**src/rtl/lockin_pkg.sv**
```systemverilog
// Shared definitions for the lock-in demodulator: FSM encoding and the
// width derivations used by the top level.
package lockin_pkg;

    // One accepted sample walks IDLE -> MUL_I -> MUL_Q -> ACC -> IDLE.
    typedef enum logic [1:0] {
        IDLE  = 2'd0,
        MUL_I = 2'd1,
        MUL_Q = 2'd2,
        ACC   = 2'd3
    } state_t;

    // Full-precision product width of sample times reference.
    function automatic int calc_p_w(input int data_w, input int ref_w);
        return data_w + ref_w;
    endfunction

    // Accumulator width: product plus growth from summing 2^dec_log2 terms.
    function automatic int calc_acc_w(input int p_w, input int dec_log2);
        return p_w + dec_log2;
    endfunction

endpackage

```
**src/rtl/mult_signed.sv**
```systemverilog
// Signed multiplier with one registered output stage. The demodulator
// shares one instance between the in-phase and quadrature products.
module mult_signed #(
    parameter int A_W = 16,
    parameter int B_W = 16
) (
    input  logic                       clk,
    input  logic                       rst,
    input  logic signed [A_W-1:0]      a,
    input  logic signed [B_W-1:0]      b,
    output logic signed [A_W+B_W-1:0]  p
);

    localparam int P_W = A_W + B_W;

    // Register the full-precision product; operands are sign-extended first.
    always_ff @(posedge clk or posedge rst) begin
        // NOTE: sequential state uses non-blocking assignments so every
        // register samples the pre-edge values of the others.
        if (rst) begin
            p <= '0;
        end else begin
            p <= P_W'(a) * P_W'(b);
        end
    end

endmodule

```
**src/rtl/lockin_demod.sv**
```systemverilog
// Lock-in demodulator: multiplies each sample by a cos/sin reference pair,
// integrates 2^DEC_LOG2 products per channel and emits rounded I/Q results.
module lockin_demod
    import lockin_pkg::*;
#(
    parameter int DATA_W   = 16,
    parameter int REF_W    = 16,
    parameter int DEC_LOG2 = 2,
    parameter int OUT_W    = 16
) (
    input  logic                     clk,
    input  logic                     rst,
    input  logic                     clr,
    input  logic                     in_valid,
    output logic                     in_ready,
    input  logic signed [DATA_W-1:0] in_data,
    input  logic signed [REF_W-1:0]  in_sin,
    input  logic signed [REF_W-1:0]  in_cos,
    output logic                     out_valid,
    output logic signed [OUT_W-1:0]  out_i,
    output logic signed [OUT_W-1:0]  out_q,
    output logic [15:0]              out_cnt
);

    localparam int P_W   = calc_p_w(DATA_W, REF_W);
    localparam int ACC_W = calc_acc_w(P_W, DEC_LOG2);
    // A zero-width counter is not representable; one bit that always
    // wraps to zero gives the dump-every-sample behaviour for DEC_LOG2=0.
    localparam int CNT_W = (DEC_LOG2 > 0) ? DEC_LOG2 : 1;
    localparam logic [CNT_W-1:0] CNT_LAST = CNT_W'((1 << DEC_LOG2) - 1);

    if (OUT_W > ACC_W) begin : g_bad_width
        $error("lockin_demod: OUT_W (%0d) exceeds ACC_W (%0d)", OUT_W, ACC_W);
    end

    state_t                    state;
    logic signed [DATA_W-1:0]  x_reg;
    logic signed [REF_W-1:0]   sin_reg;
    logic signed [REF_W-1:0]   cos_reg;
    logic signed [REF_W-1:0]   mult_b;
    logic signed [P_W-1:0]     p;
    logic signed [ACC_W-1:0]   p_ext;
    logic signed [ACC_W-1:0]   acc_i;
    logic signed [ACC_W-1:0]   acc_q;
    logic signed [ACC_W-1:0]   sum_q;
    logic [CNT_W-1:0]          cnt;
    logic [OUT_W-1:0]          rnd_i;
    logic [OUT_W-1:0]          rnd_q;
    logic                      accept;

    // NOTE: in_ready is gated by rst because the async reset parks the FSM
    // in IDLE, which would otherwise advertise readiness during reset.
    assign in_ready = (state == IDLE) && !clr && !rst;
    assign accept   = in_valid && in_ready;

    // The shared multiplier sees cos during MUL_I and sin during MUL_Q.
    assign mult_b = (state == MUL_Q) ? sin_reg : cos_reg;

    mult_signed #(
        .A_W(DATA_W),
        .B_W(REF_W)
    ) u_mult (
        .clk(clk),
        .rst(rst),
        .a  (x_reg),
        .b  (mult_b),
        .p  (p)
    );

    assign p_ext = ACC_W'(p);
    // Q total including the product being accumulated in ACC this cycle.
    assign sum_q = acc_q + p_ext;

    if (OUT_W == ACC_W) begin : g_no_round
        assign rnd_i = acc_i;
        assign rnd_q = sum_q;
    end else begin : g_round
        localparam int RB = ACC_W - OUT_W - 1;
        localparam logic [OUT_W-1:0] OUT_MAX = {1'b0, {(OUT_W-1){1'b1}}};

        // Keep the top OUT_W bits, round half up, clamp the one overflow case.
        function automatic logic [OUT_W-1:0] round_sat(input logic [ACC_W-1:0] v);
            logic [OUT_W-1:0] top;
            top = v[ACC_W-1 -: OUT_W];
            if (v[RB] && (top == OUT_MAX)) begin
                return OUT_MAX;
            end
            return top + OUT_W'(v[RB]);
        endfunction

        assign rnd_i = round_sat(acc_i);
        assign rnd_q = round_sat(sum_q);
    end

    // Sequencer, accumulators and registered outputs.
    always_ff @(posedge clk or posedge rst) begin
        if (rst) begin
            state     <= IDLE;
            x_reg     <= '0;
            sin_reg   <= '0;
            cos_reg   <= '0;
            acc_i     <= '0;
            acc_q     <= '0;
            cnt       <= '0;
            out_valid <= 1'b0;
            out_i     <= '0;
            out_q     <= '0;
            out_cnt   <= '0;
        end else begin
            out_valid <= 1'b0;
            if (clr) begin
                // Abort: drop the in-flight sample but keep the last results.
                state <= IDLE;
                acc_i <= '0;
                acc_q <= '0;
                cnt   <= '0;
            end else begin
                case (state)
                    IDLE: begin
                        if (accept) begin
                            x_reg   <= in_data;
                            sin_reg <= in_sin;
                            cos_reg <= in_cos;
                            state   <= MUL_I;
                        end
                    end
                    MUL_I: begin
                        state <= MUL_Q;
                    end
                    MUL_Q: begin
                        acc_i <= acc_i + p_ext;
                        state <= ACC;
                    end
                    ACC: begin
                        state <= IDLE;
                        if (cnt == CNT_LAST) begin
                            out_i     <= rnd_i;
                            out_q     <= rnd_q;
                            out_valid <= 1'b1;
                            out_cnt   <= out_cnt + 16'd1;
                            acc_i     <= '0;
                            acc_q     <= '0;
                            cnt       <= '0;
                        end else begin
                            acc_q <= sum_q;
                            cnt   <= cnt + CNT_W'(1);
                        end
                    end
                    default: begin
                        state <= IDLE;
                    end
                endcase
            end
        end
    end

endmodule

```
**config.mk**
```make
export PLATFORM = sky130hd
export DESIGN_NAME = lockin_demod
export DESIGN_NICKNAME = d
export VERILOG_FILES = /design/src/rtl/lockin_pkg.sv /design/src/rtl/mult_signed.sv /design/src/rtl/lockin_demod.sv
export SDC_FILE = /design/constraint.sdc
export NUM_CORES = 1
export LEC_CHECK = 0
export ABC_AREA = 1
export BUFFER_PORTS_ARGS = -buffer_cell sky130_fd_sc_hd__buf_2
export CAP_MARGIN = 20
export CORE_MARGIN = 2
export CORE_UTILIZATION = 55
export CTS_BUF_LIST = sky130_fd_sc_hd__clkbuf_8
export CTS_CLUSTER_DIAMETER = 80
export DETAILED_ROUTE_END_ITERATION = 8
export PLACE_DENSITY = 0.72
export SYNTH_ARGS = -nofsm -noshare
export SYNTH_HDL_FRONTEND = slang
export SYNTH_SLANG_ARGS = --single-unit
```
**constraint.sdc**
```tcl
create_clock -name clk -period 8.98 [get_ports clk]
set_input_delay 2.245 -clock clk [delete_from_list [all_inputs] [get_ports clk]]
set_output_delay 2.245 -clock clk [all_outputs]
set_load 0.02 [all_outputs]
```
**Yosys cells after proc, flatten, opt, wreduce, memory -nomap -nowiden**

Cells that the tools add are included.

- Add/sub/neg operators: 6
- Multiply operators: 1
- Bitwise logic cells: 1
- Reduce and logical (&&, ||, !) cells: 13
- Equal/unequal tests: 8
- Mux-type cells: 22

Operators by type and width:

| cell | number |
|---|---|
| 34-bit 2-to-1 mux | 5 |
| 16-bit 2-to-1 mux | 5 |
| 34-bit by 32-bit adder with 34-bit output | 2 |
| 34-bit case mux with 2 select lines | 1 |
| 16-bit by 1-bit adder with 16-bit output | 2 |
| 16-bit by 15-bit == test with 1-bit output, second input constant | 2 |
| 16-bit by 16-bit multiplier with 32-bit output | 1 |
| 16-bit by 1-bit adder with 16-bit output, second input constant | 1 |
| 2-bit 2-to-1 mux | 5 |
| 2-bit case mux with 4 select lines | 1 |
| 2-bit == test, second input constant | 3 |
| 3-bit != test, second input constant | 2 |
| 3-bit AND reduction | 2 |
| 1-bit logical AND | 5 |
| 1-bit 2-to-1 mux | 5 |
| 3-bit nonzero test | 1 |
| 2-bit by 1-bit adder with 2-bit output, second input constant | 1 |
| 2-bit by 1-bit == test with 1-bit output, second input constant | 1 |
| 1-bit zero test | 2 |
| 2-bit zero test | 1 |
| 2-bit AND reduction | 1 |
| 2-bit nonzero test | 1 |
| 1-bit NOT | 1 |

- Bits in registers: 201
- Logic and storage cells: 63
- Output and inout port bits: 50
- Input bits: 52

**Depth between registers and ports, before layout**

- Depth after elaboration: 7
- Mapped depth: 31
- Depth with buffers taken out: 30

**By module**

A second synthesis with hierarchy kept.

- Cells, all modules: 3129
- Area total of the unflattened synthesis: 23587.6 um^2

Modules (own cells, without submodules):

| module | seq. area each (um^2) | times used | area each (um^2) | cells an instance |
|---|---|---|---|---|
| lockin_demod | 4229.1 | 1 | 12074.1 | 1667 |
| mult_signed | 800.8 | 1 | 11513.5 | 1462 |

**Worst setup path before layout**

OpenSTA, ideal clock, no wires.

- Path kind: register to register
- Start: register state[0]
- End: register u_mult.p[28]
- Setup time: 79 ps
- Stages on the path, launching flop included: 24
- Path slack: 2490 ps
- Path buffers: 2
- Clock period less this slack: 6490 ps
- Data required time: 8901 ps
- Arrival: 6411 ps
- Path through: dfrtp_1 inv_1 ha_1 clkbuf_1 buf_1 o21ai_1 nor2_1 fa_1 fa_1 fa_1 fa_1 fa_1 inv_1 fa_1 inv_1 ha_1 nand2_1 nor4_1 nand3_1 nand3_1 a31o_2 nand3_1 nand2_1 xor2_1

- Longest elaborated chain between the ends: 3

RTL lines:

| item | RTL line | text |
|---|---|---|
| start: declaration | lockin_demod.sv:36 | `state_t state;` |
| start signal: assignment | lockin_demod.sv:98 | `state <= IDLE;` |
| start signal: assignment | lockin_demod.sv:113 | `state <= IDLE;` |
| start signal: assignment | lockin_demod.sv:124 | `state <= MUL_I;` |
| 2-bit == test | lockin_demod.sv:57 | `assign mult_b = (state == MUL_Q) ? sin_reg : cos_reg;` |
| 16-bit 2-to-1 mux | lockin_demod.sv:57 |  |
| 16-bit by 16-bit multiplier with 32-bit output | mult_signed.sv:23 | `p <= P_W'(a) * P_W'(b);` |
| end signal: assignment | mult_signed.sv:23 |  |
| end: declaration | mult_signed.sv:11 | `output logic signed [A_W+B_W-1:0] p` |

Every way passes these cells.
A chain may end at the register's enable or synchronous reset.

**Worst setup path after layout**

Same ends and word-level chain as after synthesis.

==> results.yml <==
run:
  cap_violations: 0
sta:
  slew_headroom: 0.325
  slew_viol_final: 0
  max_freq_mhz: 135
  period_share: 0.824
  tightest_slew_ns: 1.00
  min_period_ns: 7.40
  setup_violations: 0
  rsz0062_at_grt: "no"
  finClkSkew_ns: 0.0293
  setup_tns_ns: 0
  final_hold_viol_count: 0
cells_and_area:
  syn_to_final_growth_pct: 8.66
  fin_nets: 3513
  num-fill-cells: 3797
  drive_gt1_frac: 0.102
  top_regs: "acc_i (34), acc_q (34), u_mult.p (32)"
clock_network:
  cts_hold_buf: 0
  post_cts_buffers: 0
  clk_pin_slew_worst_paths_ns: 0.05
  cts_tree: "built"
  cts-root-buf: "clkbuf_8"
  clock_sinks: 201
  clkLatencyLatePin_ns: 0.62
  numCtsBuffers: 41
  cts-htree-levels: 2
  cts.path.max_buffers: 3
  cts_resized: 0
synthesis:
  synthArstFlopShare: 1.00
  syn_area_per_cell_um2: 7.73
  synth_area_leaders: "fa_1, dfrtp_1, nand2_1"
  synth.largest_area_cell: "fa_1"
  syn-num-nets: 3409
  synth_seq_area_share: 0.222
  synth-edff-count: 0
  ys_top_cells_by_count: "nand2_1, inv_1, nor2_1, fa_1, dfrtp_1"
  synth_cell_type_count: 52
  ys_seq_elements: 201
  syn_area_um2: 22700
  post-synth-top-area-fraction: 0.233
  synth_flop_cell: "dfrtp_1"
  syn_inst: 2936
  yosysMostFrequentCell: "nand2_1"
  yosysWarnings: 0
grt:
  use_met2: 0.560
  grtUsageMet1: 0.372
  antenna_found_initial: 1
  grt.busiest_layer: "met2"
  grt_use_total: 0.313
  met3_usage: 0.0387
  grt_max_degree: 72
  overflow: 0
  grt_pass1_vias: 20300
  grt_pass1_wl_um: 106000
drt:
  drt_wl_total_um: 65700
  drt_pass1_iterations: 5
  dr.first_iter.drc_count: 1089
  wl_per_cell_um: 18.2
  drc: 0
  vias: 19200
  via_per_inst: 5.33
  drtAntennaViolNets: 0
place:
  place_hpwl_um: 53900
  gp_congestion: 1.01
  io_buffers: 101
setup_path:
  crit_arrival_ns: 7.94
  startpoint_type: "flip-flop"
  critPathMaxFanout: 14
  endpoint_kind: "flip-flop"
  crit_required_ns: 9.52
  critPathMaxStageDelay_ns: 0.90
  cp_cell_sequence: "inv_1, ha_1, inv_1, or2_2, o21ai_1, nor2_1, fa_1, fa_1, fa_1, fa_1, fa_1, inv_1, fa_1, inv_1, ha_1, nand2_1, nor4_1, nand3_1, nand3_1, a31o_2, nand3_1, nand2_1, xor2_1"
  crit_top_cell: "fa_1"
  worstSetupPathType: "reg -> reg"
  crit_path_top_delay_cell: "fa_1"
worst_hold_path:
  hold_path.class: "reg -> reg"
run_status:
  status: "complete, no violations"
floorplan:
  core_area_um2: 40800
  num_rows: 74
  chipHeight_um: 207
  die_area_um2: 42900
  chipWidth_um: 207
  start_util: 0.556
  ios: 102
path summary, 6_finish.rpt:
path	start	to	slack (ns)	depth (start not counted)
setup / recovery	state[0]	u_mult.p[28]	1.58	23
hold / removal	out_q[4]	out_q[4]	0.48	2
setup reg to reg	state[0]	u_mult.p[28]	1.58	23
hold reg to reg	out_q[4]	out_q[4]	0.48	2
max in group asynchronous	rst	out_i[14]	5.94	3
min in group asynchronous	rst	cos_reg[9]	1.71	2
placed cells by master (no fill, tap or decap), types with 20 or more instances in the layout:
master / netlist / layout
xnor2_1: 22 / 22
nand2_2: 25 / 26
nand4_1: 34 / 34
nor2_1: 317 / 316
fa_1: 264 / 264
nand2_1: 690 / 689
ha_1: 157 / 157
mux2_2: 29 / 29
a21oi_1: 156 / 156
nand3_1: 80 / 80
clkbuf_8: 0 / 52
xor2_1: 40 / 40
dfrtp_1: 201 / 201
buf_2: 2 / 101
nor2_2: 19 / 20
inv_1: 551 / 562
o21ai_0: 131 / 131
critical path, delay by kind of cell, from the launching register on:
kind | cells | cell delay (ns)
adder cells (fa/ha/maj) | 8 | 4.13
AND/OR/NAND/NOR | 8 | 1.54
AO/OA/AOI/OAI | 2 | 0.60
buffers and inverters | 4 | 0.52
flip-flops | 1 | 0.38
XOR/XNOR | 1 | 0.14
cell type report:
cell class                 instances  area, um2  share of cell area
inverter                         574       2170              0.0879
timing repair buffer             117        626              0.0254
antenna                            1       2.50            0.000101
sequential                       201       5030               0.204
tap                              532        666              0.0270
multi-input combinational       2105      15300               0.620
clock buffer                      52        716              0.0290
clock inverter                    21        156             0.00634
cell families (layout without fill, tap and decap cells):
logic type | Yosys count | in the layout | synth area share
xor+xnor | 62 | 62 | 0.0239
fa+ha+maj | 421 | 421 | 0.319
flops | 201 | 201 | 0.222
simple gates | 1234 | 1234 | 0.230
mux | 30 | 30 | 0.0148
buf+inv | 630 | 764 | 0.104
compound gates | 358 | 358 | 0.0862
other cells | 0 | 1 | 0
stage by stage:
| step | setup slack [ns] | hold slack [ns] | cell area [um2] | cells | util |
|---|---|---|---|---|---|
| after floorplan | 1.25 | 0.446 | 22700 | 2936 | - |
| after global placement | 1.76 | 0.463 | 23800 | 3529 | 0.583 |
| after detailed placement | 1.63 | 0.460 | 23800 | 3529 | 0.583 |
| after CTS | 1.57 | 0.482 | 24700 | 3602 | 0.604 |
| after global routing | 1.11 | 0.507 | 24700 | 3602 | 0.604 |
| final | 1.58 | 0.476 | 24700 | 3603 | 0.604 |
per-layer routing:
metal  wire length [um]  vias to the layer above
li1                   -                     9254
met4               3540                        0
met5                  0                        -
met3               2840                      159
met1              26400                     9286
met2              32900                      517
Power is left out: the tool's default activity adds up to more than one toggle a clock period on the data nets, which glitch-free logic cannot reach.
